$ cat config.mk
export PLATFORM = sky130hd
export DESIGN_NAME = memory_stream_writer
export DESIGN_NICKNAME = d
export VERILOG_FILES = /design/src/rtl/memory_stream_writer.sv
export SDC_FILE = /design/constraint.sdc
export NUM_CORES = 1
export LEC_CHECK = 0
export ABC_AREA = 1
export BUFFER_PORTS_ARGS = -buffer_cell sky130_fd_sc_hd__clkbuf_2
export CAP_MARGIN = 30
export CELL_PAD_IN_SITES_DETAIL_PLACEMENT = 1
export CELL_PAD_IN_SITES_GLOBAL_PLACEMENT = 1
export CORE_MARGIN = 3
export CORE_UTILIZATION = 30
export CTS_CLUSTER_DIAMETER = 120
export CTS_CLUSTER_SIZE = 20
export DETAILED_ROUTE_END_ITERATION = 12
export GPL_ROUTABILITY_DRIVEN = 0
export PLACE_DENSITY_LB_ADDON = 0.1
export SYNTH_ARGS = -nofsm -noshare
export SYNTH_HDL_FRONTEND = slang
export SYNTH_SLANG_ARGS = --single-unit
export TNS_END_PERCENT = 50
$ cat constraint.sdc
create_clock -name clk -period 2.01 [get_ports clk]
set_input_delay 0.1005 -clock clk [delete_from_list [all_inputs] [get_ports clk]]
set_output_delay 0.1005 -clock clk [all_outputs]
set_load 0.02 [all_outputs]
$ cat src/rtl/memory_stream_writer.sv
// Burst writer: takes words from a valid/ready stream and writes them to
// consecutive, wrapping addresses of an external single-port RAM.
module memory_stream_writer #(
    parameter int DATA_WIDTH = 32,
    parameter int ADDR_WIDTH = 4
) (
    input  logic                  clk,
    input  logic                  reset,
    input  logic                  start,
    input  logic [ADDR_WIDTH-1:0] base_addr,
    input  logic [ADDR_WIDTH:0]   length,
    input  logic                  in_valid,
    input  logic [DATA_WIDTH-1:0] in_data,
    output logic                  in_ready,
    output logic                  busy,
    output logic                  done,
    output logic [ADDR_WIDTH:0]   words_written,
    output logic                  mem_we,
    output logic [ADDR_WIDTH-1:0] mem_addr,
    output logic [DATA_WIDTH-1:0] mem_data
);

    typedef enum logic [1:0] {
        IDLE,
        WRITE,
        DONE
    } state_t;

    localparam logic [ADDR_WIDTH:0]   DEPTH     = {1'b1, {ADDR_WIDTH{1'b0}}};
    localparam logic [ADDR_WIDTH-1:0] ADDR_ONE  = {{(ADDR_WIDTH-1){1'b0}}, 1'b1};
    localparam logic [ADDR_WIDTH:0]   COUNT_ONE = {{ADDR_WIDTH{1'b0}}, 1'b1};

    state_t                state_q;
    state_t                state_d;
    logic [ADDR_WIDTH-1:0] cur_addr;
    logic [ADDR_WIDTH:0]   burst_len;
    logic [ADDR_WIDTH:0]   clamped_len;
    logic                  accept;
    logic                  last_word;
    logic                  launch;

    assign clamped_len = (length > DEPTH) ? DEPTH : length;
    assign accept      = in_valid & in_ready;
    assign last_word   = ((words_written + COUNT_ONE) == burst_len);
    assign launch      = (state_q == IDLE) & start;

    always_ff @(posedge clk or posedge reset) begin
        if (reset) begin
            state_q <= IDLE;
        end else begin
            state_q <= state_d;
        end
    end

    always_comb begin
        state_d  = state_q;
        in_ready = 1'b0;
        busy     = 1'b0;
        done     = 1'b0;
        case (state_q)
            IDLE: begin
                if (start) begin
                    state_d = (clamped_len == '0) ? DONE : WRITE;
                end
            end
            WRITE: begin
                in_ready = 1'b1;
                busy     = 1'b1;
                if (accept && last_word) begin
                    state_d = DONE;
                end
            end
            DONE: begin
                busy    = 1'b1;
                done    = 1'b1;
                state_d = IDLE;
            end
            default: begin
                state_d = IDLE;
            end
        endcase
    end

    // The RAM port is registered, so each write lands one cycle after its accept.
    always_ff @(posedge clk or posedge reset) begin
        if (reset) begin
            cur_addr      <= '0;
            burst_len     <= '0;
            words_written <= '0;
            mem_we        <= 1'b0;
            mem_addr      <= '0;
            mem_data      <= '0;
        end else begin
            mem_we <= accept;
            if (launch) begin
                cur_addr      <= base_addr;
                burst_len     <= clamped_len;
                words_written <= '0;
            end
            if (accept) begin
                mem_addr      <= cur_addr;
                mem_data      <= in_data;
                cur_addr      <= cur_addr + ADDR_ONE;
                words_written <= words_written + COUNT_ONE;
            end
        end
    end

endmodule

# Word level (Yosys, flattened, before mapping)
# Index checks and enable logic that the tools add are counted.
[word_totals] ram_bits=0 register_bits=53 in_bits=45 latch_bits=0 memories=0 mem_bits_ro=0
[classes] shifts=0 n_mux=12 n_bitwise=2 n_mul=0 n_div=0 magnitude_cmp=1 n_addsub=2 n_reduce_logical=6 n_eq_ne=5
[op_table] cell="$mux W5" n=3
[op_table] cell="$mux W4" n=2
[op_table] cell="$mux W2" n=3
[op_table] cell="$add A5 B1 Y5 const B" n=1
[op_table] cell="$eq A5 B5 Y1" n=1
[op_table] cell="$gt A5 B5 Y1 const B" n=1
[op_table] cell="$logic_not A5 Y1" n=1
[op_table] cell="$add A4 B1 Y4 const B" n=1
[op_table] cell="$ne A2 B2 Y1 const B" n=2
[op_table] cell="$pmux W2 S2" n=1
[op_table] cell="$mux W1" n=3
[op_table] cell="$and A1 B1 Y1" n=2
[op_table] cell="$eq A2 B1 Y1 const B" n=1
[op_table] cell="$eq A2 B2 Y1 const B" n=1
[op_table] cell="$logic_not A2 Y1" n=1
[op_table] cell="$reduce_and A2 Y1" n=1
[op_table] cell="$reduce_bool A2 Y1" n=1
[op_table] cell="$reduce_or A2 Y1" n=1
[op_table] cell="$logic_and A1 B1 Y1" n=1

# Logic depth before layout (Yosys ltp)
# Gate-level depths: netlist (run 1).
[depth] ltp_word=6 depth_mapped=12

# Worst setup path before layout (run 1)
# Ideal clock, no wire load.
[synth_path] path_kind="reg2reg" start="reg state_q[1]" end="reg cur_addr[0]" path_stages_with_launch=8 setup_time_ns=0.124 period_less_slack_ns=1.586 path_slack_ns=0.424 n_path_buf=1 required_ns=1.886 arrival_time_ns=1.462 cell_sequence="dfrtp_1 -> inv_1 -> ha_1 -> nand2_1 -> buf_2 -> nand2_1 -> nor2_1 -> a211o_1"
[synth_between] elab_chain_len=4
[synth_rtl] item="start, declared" line_no="33" text="state_t state_q;"
[synth_rtl] item="start signal, assigned" line_no="51" text="state_q <= state_d;"
[synth_rtl] item="$eq A2 B1 Y1 *" line_no="60" text="case (state_q)"
[synth_rtl] item="$mux W1 *" line_no="60"
[synth_rtl] item="via in_ready" line_no="14" text="output logic in_ready,"
[synth_rtl] item="$and A1 B1 Y1 *" line_no="43" text="assign accept = in_valid & in_ready;"
[synth_rtl] item="$mux W4 / $reduce_bool A2 Y1 (equally long branches)"
[synth_rtl] item="end signal, assigned" line_no="96" text="cur_addr <= base_addr;"
[synth_rtl] item="end signal, assigned" line_no="103" text="cur_addr <= cur_addr + ADDR_ONE;"
[synth_rtl] item="end, declared" line_no="35" text="logic [ADDR_WIDTH-1:0] cur_addr;"
# The timed path passes the listed nets; every way through them passes the cells marked *.
# A chain may end at the register's enable or synchronous reset.

# Worst setup path after layout (run 1)
[layout_path] start="reg state_q[1]" end="reg state_q[1]"
[layout_between] elab_chain_len=6
[layout_rtl] item="$eq A2 B1 Y1" line_no="60"
[layout_rtl] item="$mux W1" line_no="60"
[layout_rtl] item="$and A1 B1 Y1" line_no="43"
[layout_rtl] item="$logic_and A1 B1 Y1" line_no="69" text="if (accept && last_word) begin"
[layout_rtl] item="$ne A2 B2 Y1 (no source line)"
[layout_rtl] item="$reduce_and A2 Y1 (no source line)"
# Parallel ways exist; a longest one is shown, timed or not.

==> reports/summary.txt, run 1 <==
WL/cell - 12.9 um
WHS - 0.00761 ns
Maximum VDD drop - 0.453 mV
Count of cell types in the netlist - 23
CTS buffer count - 5
TritonCTS clock tree - yes
First-pass GRT wire length - 11.0 mm
Startpoint types - register
Core Region - 7370 sq um
Commonest cells after routing, fill and taps aside - nand2_1, clkbuf_2, dfrtp_1
Max Fclk - 0.576 GHz
Crit-path max FO - 11
CP Class - reg -> reg
Root Driver - clkbuf_8
LEAKAGE - 1.83 nW
Clk pin slew, worst setup/hold paths - 0.09 ns
Syn Nets - 323
Area Overhead vs Synth - 42.2%
Switch share - 43.9%
Die Ht - 93.7 um
Slew Limit Fails - 0
Finished Cell Area - 3280 sq um
Port buffer count - 89
CP arrival - 1.94 ns
Sw Pwr - 1.97 mW
Tot GR Track Use - 15.9%
Ant. Diodes - 0
Layout cells sized above 1 - 28.1%
CTS H-tree depth - 2
Max-Cap Viols - 0
Clock sinks - 53
Seq/Total Area, Yosys - 57.5%
Flops & latches, synth - 53
Mapped Area - 2310 sq um
Setup Fix Bufs, Post-CTS - 0
Final nets - 445
Setup crit end kind - register
Status - finished, final reports clean
DR iter-0 viols - 79
Via count - 2179
Final core utilization - 44.6%
Register share of total power - 40.5%
Die X - 93.7 um
Post-Syn Area per Cell - 8.46 sq um
Post-Place Cell Area - 2890 sq um
Power density cells - 1370 nW/um^2
Dpl hpwl - 4.58 mm
Starting Density - 31.3%
Final period utilization - 86.4%
Internal power - 2.52 mW
Reg2Reg Setup Slack - 0.27 ns
Synth warn - 0
Slew margin rel. - 61.8%
Final ANT Viol Nets - 0
CTS Buffer Depth - 2
Final min period - 1.74 ns
Filler cells - 920
Final setup vio count - 0
Worst-skew pair later-pin latency - 0.30 ns
Largest net degree at the start of global routing - 33
Final count of hold timing violations - 0
Post-Syn Instances - 273
CTS resizes - 0
Vias per cell - 4.41
Combinational group share of total power - 45.6%
Vias in the first global route - 2322
Clk_skew - 0.00981 ns
Pre-Repair DR Iteration Count - 4
Slew @ Worst Pin - 0.573 ns
Detailed Route WL - 6.36 mm
Clock power frac - 13.9%
Crit path required time - 2.21 ns
# DRC - 0
Path type of the worst min-delay path - in -> reg
Die ar. - 8780 sq um
Post-route setup TNS - 0 ns
Global route total overflow - 0
RSZ-0062 raised after global routing - no
Row count - 31
Antenna violations before repair - 0
Most common library cell in the layout ignoring fill and taps - nand2_1
IO Count - 90
-- metrics by stage --
| step | total power [mW] | cells | setup WS [ns] |
|---|---|---|---|
| floorplan | 3.15 | 273 | 0.424 |
| global route | 4.90 | 494 | 0.0412 |
| finish | 4.49 | 494 | 0.273 |
| detailed placement | 3.89 | 457 | 0.263 |
| CTS | 4.57 | 494 | 0.246 |
| global placement | 3.85 | 457 | 0.334 |
-- layout make-up --
class	instances	area, sq um	area share [%]
Timing Repair Buffer	124	808	24.6
Clock buffer	6	82.6	2.52
Tap cell	99	124	3.77
Sequential cell	53	1330	40.4
Clock inverter	1	7.51	0.229
Inverter	27	101	3.09
Multi-Input combinational cell	184	833	25.4
-- cells in the mapped netlist --
cell | number | area (sq um)
a211o_1 | 1 | 8.76
a211oi_1 | 1 | 7.51
a21o_1 | 1 | 7.51
a21oi_1 | 5 | 25.0
buf_2 | 4 | 20.0
buf_4 | 3 | 22.5
clkbuf_1 | 2 | 7.51
clkinv_1 | 1 | 3.75
dfrtp_1 | 53 | 1330
ha_1 | 5 | 62.6
inv_1 | 24 | 90.1
inv_2 | 2 | 7.51
nand2_1 | 122 | 458
nand2_2 | 4 | 25.0
nand3_1 | 10 | 50.1
nand3_2 | 1 | 10.0
nand4_1 | 5 | 31.3
nor2_1 | 15 | 56.3
nor4_2 | 1 | 12.5
o211ai_1 | 2 | 15.0
o21ai_0 | 5 | 25.0
o21ai_1 | 1 | 5.00
o22ai_1 | 5 | 31.3
-- flip-flops by register name, summed over array words and instances (netlist names) --
name / flops
state_q: 2
mem_addr: 4
mem_data: 32
mem_we: 1
words_written: 5
cur_addr: 4
burst_len: 5
-- power groups by stage --
stage	clock network [mW]	logic [mW]	registers, mW
floorplan	0	0.911	2.23
global placement	0	2.00	1.85
detailed placement	0	2.05	1.84
CTS	0.643	2.09	1.83
global route	0.698	2.32	1.89
finish	0.623	2.05	1.82
-- worst paths after layout --
| kind | depth (start not counted) | end | from |
|---|---|---|---|
| hold reg to reg | 2 | mem_data[12] | mem_data[12] |
| max in group asynchronous | 4 | burst_len[0] | reset |
| min in group asynchronous | 3 | mem_data[17] | reset |
| setup reg to reg | 11 | state_q[1] | state_q[1] |
| hold / removal | 3 | mem_data[4] | in_data[4] |
| setup / recovery | 11 | state_q[1] | state_q[1] |
-- cells by family after synthesis --
| family | after synthesis | share of synthesized area, % |
|---|---|---|
| buffers and inverters | 36 | 6.56 |
| DFF | 53 | 57.5 |
| and+or+nand+nor | 158 | 27.9 |
| AOI/OAI and AO/OA | 21 | 5.42 |
| adders and majority gates | 5 | 2.71 |
-- routing by layer --
| layer | track usage [%] | vias to the layer above | part of all wire, % |
|---|---|---|---|
| met5 | 0 | - | 0 |
| met4 | 4.33 | 0 | 1.1 |
| met3 | 3.77 | 5 | 5.3 |
| met2 | 27.3 | 52 | 50 |
| met1 | 19.9 | 1034 | 44 |
| li1 | - | 1088 | - |
-- worst max-delay path: stages, from the launching register on --
cell and delay, ns:
dfrtp_1 0.40, inv_1 0.08, ha_1 0.24, nand2_2 0.21, a21oi_1 0.21, nand3_2 0.07
nor2_1 0.08, nand4_1 0.10, nand2_2 0.10, nand2_2 0.05, nand2_1 0.05, nand2_1 0.05
-- timing repair --
| action | in CTS | in global routing |
|---|---|---|
| hold buffers | 30 | 0 |
| endpoints found under the setup margin | 0 | 0 |
| hold endpoints to repair | 54 | 0 |
Power figures use the tool's default switching activity.
==> inputs of run 2 (changes only) <==
- MAX_ROUTING_LAYER: unset -> met4
==> run 2 against run 1 <==
Die area unchanged. Setup slack better by 0.00062 ns. Clock power hardly changed. Sequential power about the same. Largest cell class unchanged. Largest power group unchanged.
==> reports/summary.txt, run 2 (same netlist as run 1, synthesis figures left out) <==
RSZ-0062 raised after global routing - no
Status - finished, final reports clean
Switch share - 43.9%
Clk pin slew, worst setup/hold paths - 0.09 ns
Sw Pwr - 1.97 mW
Final period utilization - 86.4%
Register share of total power - 40.5%
Post-Place Cell Area - 2890 sq um
Starting Density - 31.3%
Finished Cell Area - 3280 sq um
Crit path required time - 2.21 ns
Place WS - 0.263 ns
Vias in the first global route - 2325
IO Count - 90
Global route total overflow - 0
Most common library cell in the layout ignoring fill and taps - nand2_1
Flip-flop count of the largest register, all copies and words added - 32
Post-route setup TNS - 0 ns
Largest delay share family, worst path - simple AND/OR/NAND/NOR gates
Critical path's largest stage delay - 0.40 ns
Clk_skew - 0.0102 ns
Slew Limit Fails - 0
Layout cells sized above 1 - 28.1%
Regs by FF count - mem_data: 32 flops, burst_len: 5 flops, words_written: 5 flops
WP buf/inv - 1
CP Capture Point - state_q[1]
Port buffer count - 89
First-pass GRT wire length - 11.0 mm
Final core utilization - 44.6%
Final nets - 445
Crit-path max FO - 11
Reg-to-Reg Start - state_q[1]
Largest net degree at the start of global routing - 33
Die X - 93.7 um
Die Ht - 93.7 um
Internal power - 2.52 mW
Slew margin rel. - 61.8%
Slew @ Worst Pin - 0.573 ns
Final worst slack - 0.273 ns
Vias per cell - 4.41
Combinational group share of total power - 45.6%
CTS resizes - 0
Final count of hold timing violations - 0
Antenna violations before repair - 0
DR iter-0 viols - 84
Power density cells - 1370 nW/um^2
CP Cell Sequence - inv_1 -> ha_1 -> nand2_2 -> a21oi_1 -> nand3_2 -> nor2_1 -> nand4_1 -> nand2_2 -> nand2_2 -> nand2_1 -> nand2_1
Most used cell, CP - nand2_2
Detailed Route WL - 6.36 mm
Final ANT Viol Nets - 0
Startpoint types - register
Worst setup path start - state_q[1]
Worst-skew pair later-pin latency - 0.30 ns
Ant. Diodes - 0
CTS Buffer Depth - 2
Max Fclk - 0.576 GHz
Setup crit end kind - register
Commonest cells after routing, fill and taps aside - nand2_1, clkbuf_2, dfrtp_1
Die ar. - 8780 sq um
WP depth - 11
TritonCTS clock tree - yes
CP Class - reg -> reg
Worst R2R End - state_q[1]
CTS H-tree depth - 2
Setup Fix Bufs, Post-CTS - 0
Path type of the worst min-delay path - in -> reg
Pre-Repair DR Iteration Count - 4
CP arrival - 1.94 ns
Final min period - 1.74 ns
WL/cell - 12.9 um
CTS buffer count - 5
Largest register by flop count - mem_data
Reg2Reg Setup Slack - 0.27 ns
LEAKAGE - 1.83 nW
Filler cells - 920
Row count - 31
Max-Cap Viols - 0
Area Overhead vs Synth - 42.2%
Via count - 2178
Core Region - 7370 sq um
Clock sinks - 53
Reg2Reg Depth - 11
Slowest cell on the critical path - dfrtp_1
Clock power frac - 13.9%
# DRC - 0
Dpl hpwl - 4.58 mm
Maximum VDD drop - 0.453 mV
Root Driver - clkbuf_8
Final setup vio count - 0
CTS hold repair buffers - 30
WHS - 0.00713 ns
Tot GR Track Use - 16.3%
run 2: cell type report:
cell class / count / area (sq um) / share of cell area, %
multi-input combinational: 184 / 833 / 25.4
tap: 99 / 124 / 3.77
clock buffer: 6 / 82.6 / 2.52
inverter: 27 / 101 / 3.09
sequential: 53 / 1330 / 40.4
timing repair buffer: 124 / 808 / 24.6
clock inverter: 1 / 7.51 / 0.229
run 2: worst reg2reg max path, delay by kind of cell, from the launching register on:
family	cells	cell delay, ns
flip-flops	1	0.40
adder cells (fa/ha/maj)	1	0.24
AO/OA/AOI/OAI	1	0.21
AND/OR/NAND/NOR	8	0.71
buffers and inverters	1	0.08
run 2: stage by stage:
step           power [mW]  cells
3_5_place_dp         3.89    457
2_1_floorplan        3.15    273
4_1_cts              4.57    494
3_3_place_gp         3.85    457
6_report             4.49    494
5_1_grt              4.90    494
run 2: layer usage:
layer	global-route usage [%]	share of wire [%]	vias to the layer above	wire, um
li1	-	-	1087	-
met1	20.1	45	1034	2830
met2	27.3	50	52	3170
met3	3.29	4.5	5	289
met4	4.33	1.1	0	70
met5	-	0	-	0
run 2: power groups by stage:
| stage | combinational (mW) | sequential [mW] | clock (mW) |
|---|---|---|---|
| detailed placement | 2.05 | 1.84 | 0 |
| CTS | 2.09 | 1.83 | 0.643 |
| floorplan | 0.911 | 2.23 | 0 |
| global placement | 2.00 | 1.85 | 0 |
| global route | 2.31 | 1.89 | 0.698 |
| finish | 2.05 | 1.82 | 0.624 |
run 2: worst min path at each step:
stage | to | cells past startpoint | from
global placement | mem_data[17] | 2 | reset
floorplan | mem_data[0] | 2 | in_data[0]
finish | mem_data[4] | 3 | in_data[4]
detailed placement | mem_data[16] | 2 | reset
CTS | mem_data[19] | 3 | in_data[19]
global route | mem_data[4] | 3 | in_data[4]
==> inputs of run 3 (changes only) <==
- CORE_UTILIZATION: 30 -> 34
==> run 3 against run 2 <==
Sequential power hardly changed. Final cell count is 3.4% lower. Utilization rose by 6.3 points. Combinational power barely moved. Maximum frequency increased by 1.6%. Sequential share of layout area unchanged. Setup slack gained 0.028 ns. Sequential cell count stayed put. Critical endpoint is now state_q[0].
==> reports/summary.txt, run 3 (same netlist as run 1, synthesis figures left out) <==
LEAKAGE - 1.84 nW
Vias per cell - 4.59
Pre-Repair DR Iteration Count - 4
Largest net degree at the start of global routing - 54
Status - finished, final reports clean
Flip-flop count of the largest register, all copies and words added - 32
Filler cells - 807
Sw Pwr - 1.97 mW
RSZ-0062 raised after global routing - no
Post-placement cell count - 436
Core Region - 6460 sq um
Die Ht - 88.4 um
Global route total overflow - 0
Most common library cell in the layout ignoring fill and taps - nand2_1
Via count - 2190
Crit-path max FO - 11
Area Overhead vs Synth - 42.2%
Starting Density - 35.7%
Maximum VDD drop - 0.493 mV
Clk_skew - 0.00532 ns
CP arrival - 1.91 ns
Final count of hold timing violations - 0
Post-route setup TNS - 0 ns
Die X - 88.4 um
Row count - 29
Clock power frac - 14.8%
Clk pin slew, worst setup/hold paths - 0.10 ns
Total Power - 4.52 mW
Vias in the first global route - 2286
Hold path startpoint - in_data[16]
Slew margin rel. - 55.2%
CTS buffer count - 5
Power density cells - 1380 nW/um^2
Ant. Diodes - 0
Worst-skew pair later-pin latency - 0.31 ns
Final period utilization - 85.0%
Switch share - 43.5%
Finished Cell Area - 3280 sq um
IO Count - 90
WHS - 0.00447 ns
Final setup vio count - 0
Combinational group share of total power - 44.9%
Max-Cap Viols - 0
Dpl hpwl - 4.44 mm
Worst hold path cell count - 3
Reg-to-Reg Start - state_q[1]
CTS H-tree depth - 2
Setup crit end kind - register
TritonCTS clock tree - yes
Final ANT Viol Nets - 0
Final std cells w/o fill - 477
Commonest cells after routing, fill and taps aside - nand2_1, clkbuf_2, dfrtp_1
Slew Limit Fails - 0
Die ar. - 7810 sq um
DR iter-0 viols - 63
Slew @ Worst Pin - 0.672 ns
Post-Place Cell Area - 2850 sq um
Final nets - 449
WL/cell - 12.9 um
Startpoint types - register
Internal power - 2.56 mW
Detailed Route WL - 6.17 mm
Path type of the worst min-delay path - in -> reg
Largest register by flop count - mem_data
Reg2Reg Depth - 11
CP Class - reg -> reg
Port buffer count - 89
CTS Buffer Depth - 2
Crit path required time - 2.21 ns
Layout cells sized above 1 - 28.2%
First-pass GRT wire length - 10.6 mm
Final core utilization - 50.8%
# DRC - 0
Root Driver - clkbuf_8
Setup Fix Bufs, Post-CTS - 0
Antenna violations before repair - 0
Register share of total power - 40.3%
Place WS - 0.284 ns
Tot GR Track Use - 17.9%
Clock sinks - 53
Final min period - 1.71 ns
Regs by FF count - mem_data: 32 flops, burst_len: 5 flops, words_written: 5 flops
Reg2Reg Setup Slack - 0.30 ns
Final worst slack - 0.301 ns
Worst R2R End - state_q[0]
Max Fclk - 0.585 GHz
Hold Path Sink - mem_data[16]
-- run 3: changes by cell type in the layout (fill, tap and decap cells not counted), sizes merged --
| cell | change |
|---|---|
| clkbuf | +1 |
| clkinvlp | -1 |
| inv | +1 |
| buf | +1 |
| dlygate4sd3 | +3 |
-- run 3: layout make-up --
cell class	instances	area (sq um)	area share, %
repair buffers	128	821	25.0
multi-input cells	184	833	25.4
clock buffers	7	96.3	2.93
clock inverters	1	8.76	0.267
inverters	27	101	3.09
flip-flops and latches	53	1330	40.4
well taps	77	96.3	2.93
-- run 3: critical path, stage by stage (launching register included) --
cell and delay (ns):
dfrtp_1 0.40, inv_1 0.08, ha_1 0.24, nand2_2 0.19
a21oi_1 0.19, nand3_2 0.07, nor2_1 0.08, nand4_1 0.09
nand2_2 0.09, nand2_2 0.05, nand2_1 0.05, nand2_1 0.05
-- run 3: power by group through the flow --
| stage | Combinational, mW | Sequential, mW | Clock (mW) |
|---|---|---|---|
| final | 2.03 | 1.82 | 0.672 |
| after global routing | 2.30 | 1.90 | 0.750 |
| after CTS | 2.08 | 1.83 | 0.701 |
| after detailed placement | 2.03 | 1.84 | 0 |
| after global placement | 1.98 | 1.84 | 0 |
| after floorplan | 0.911 | 2.23 | 0 |
-- run 3: worst max path at each step --
stage | start | to | slack, ns | depth (start not counted)
finish | state_q[1] | state_q[0] | 0.30 | 11
global route | state_q[1] | state_q[0] | 0.1 | 11
CTS | state_q[1] | state_q[0] | 0.26 | 11
detailed placement | state_q[1] | state_q[1] | 0.28 | 11
global placement | state_q[1] | state_q[1] | 0.36 | 11
floorplan | state_q[1] | cur_addr[0] | 0.42 | 7
-- run 3: repair_timing --
action	4_1_cts	5_1_grt
hold endpoints to repair	85	0
gates resized for setup	0	0
hold buffers	33	0
-- run 3: per-layer routing --
layer | part of all wire [%] | global-route usage, %
met1 | 42 | 21.7
met2 | 53 | 30.9
met3 | 4.5 | 3.91
met4 | 0.99 | 3.71
met5 | 0 | -
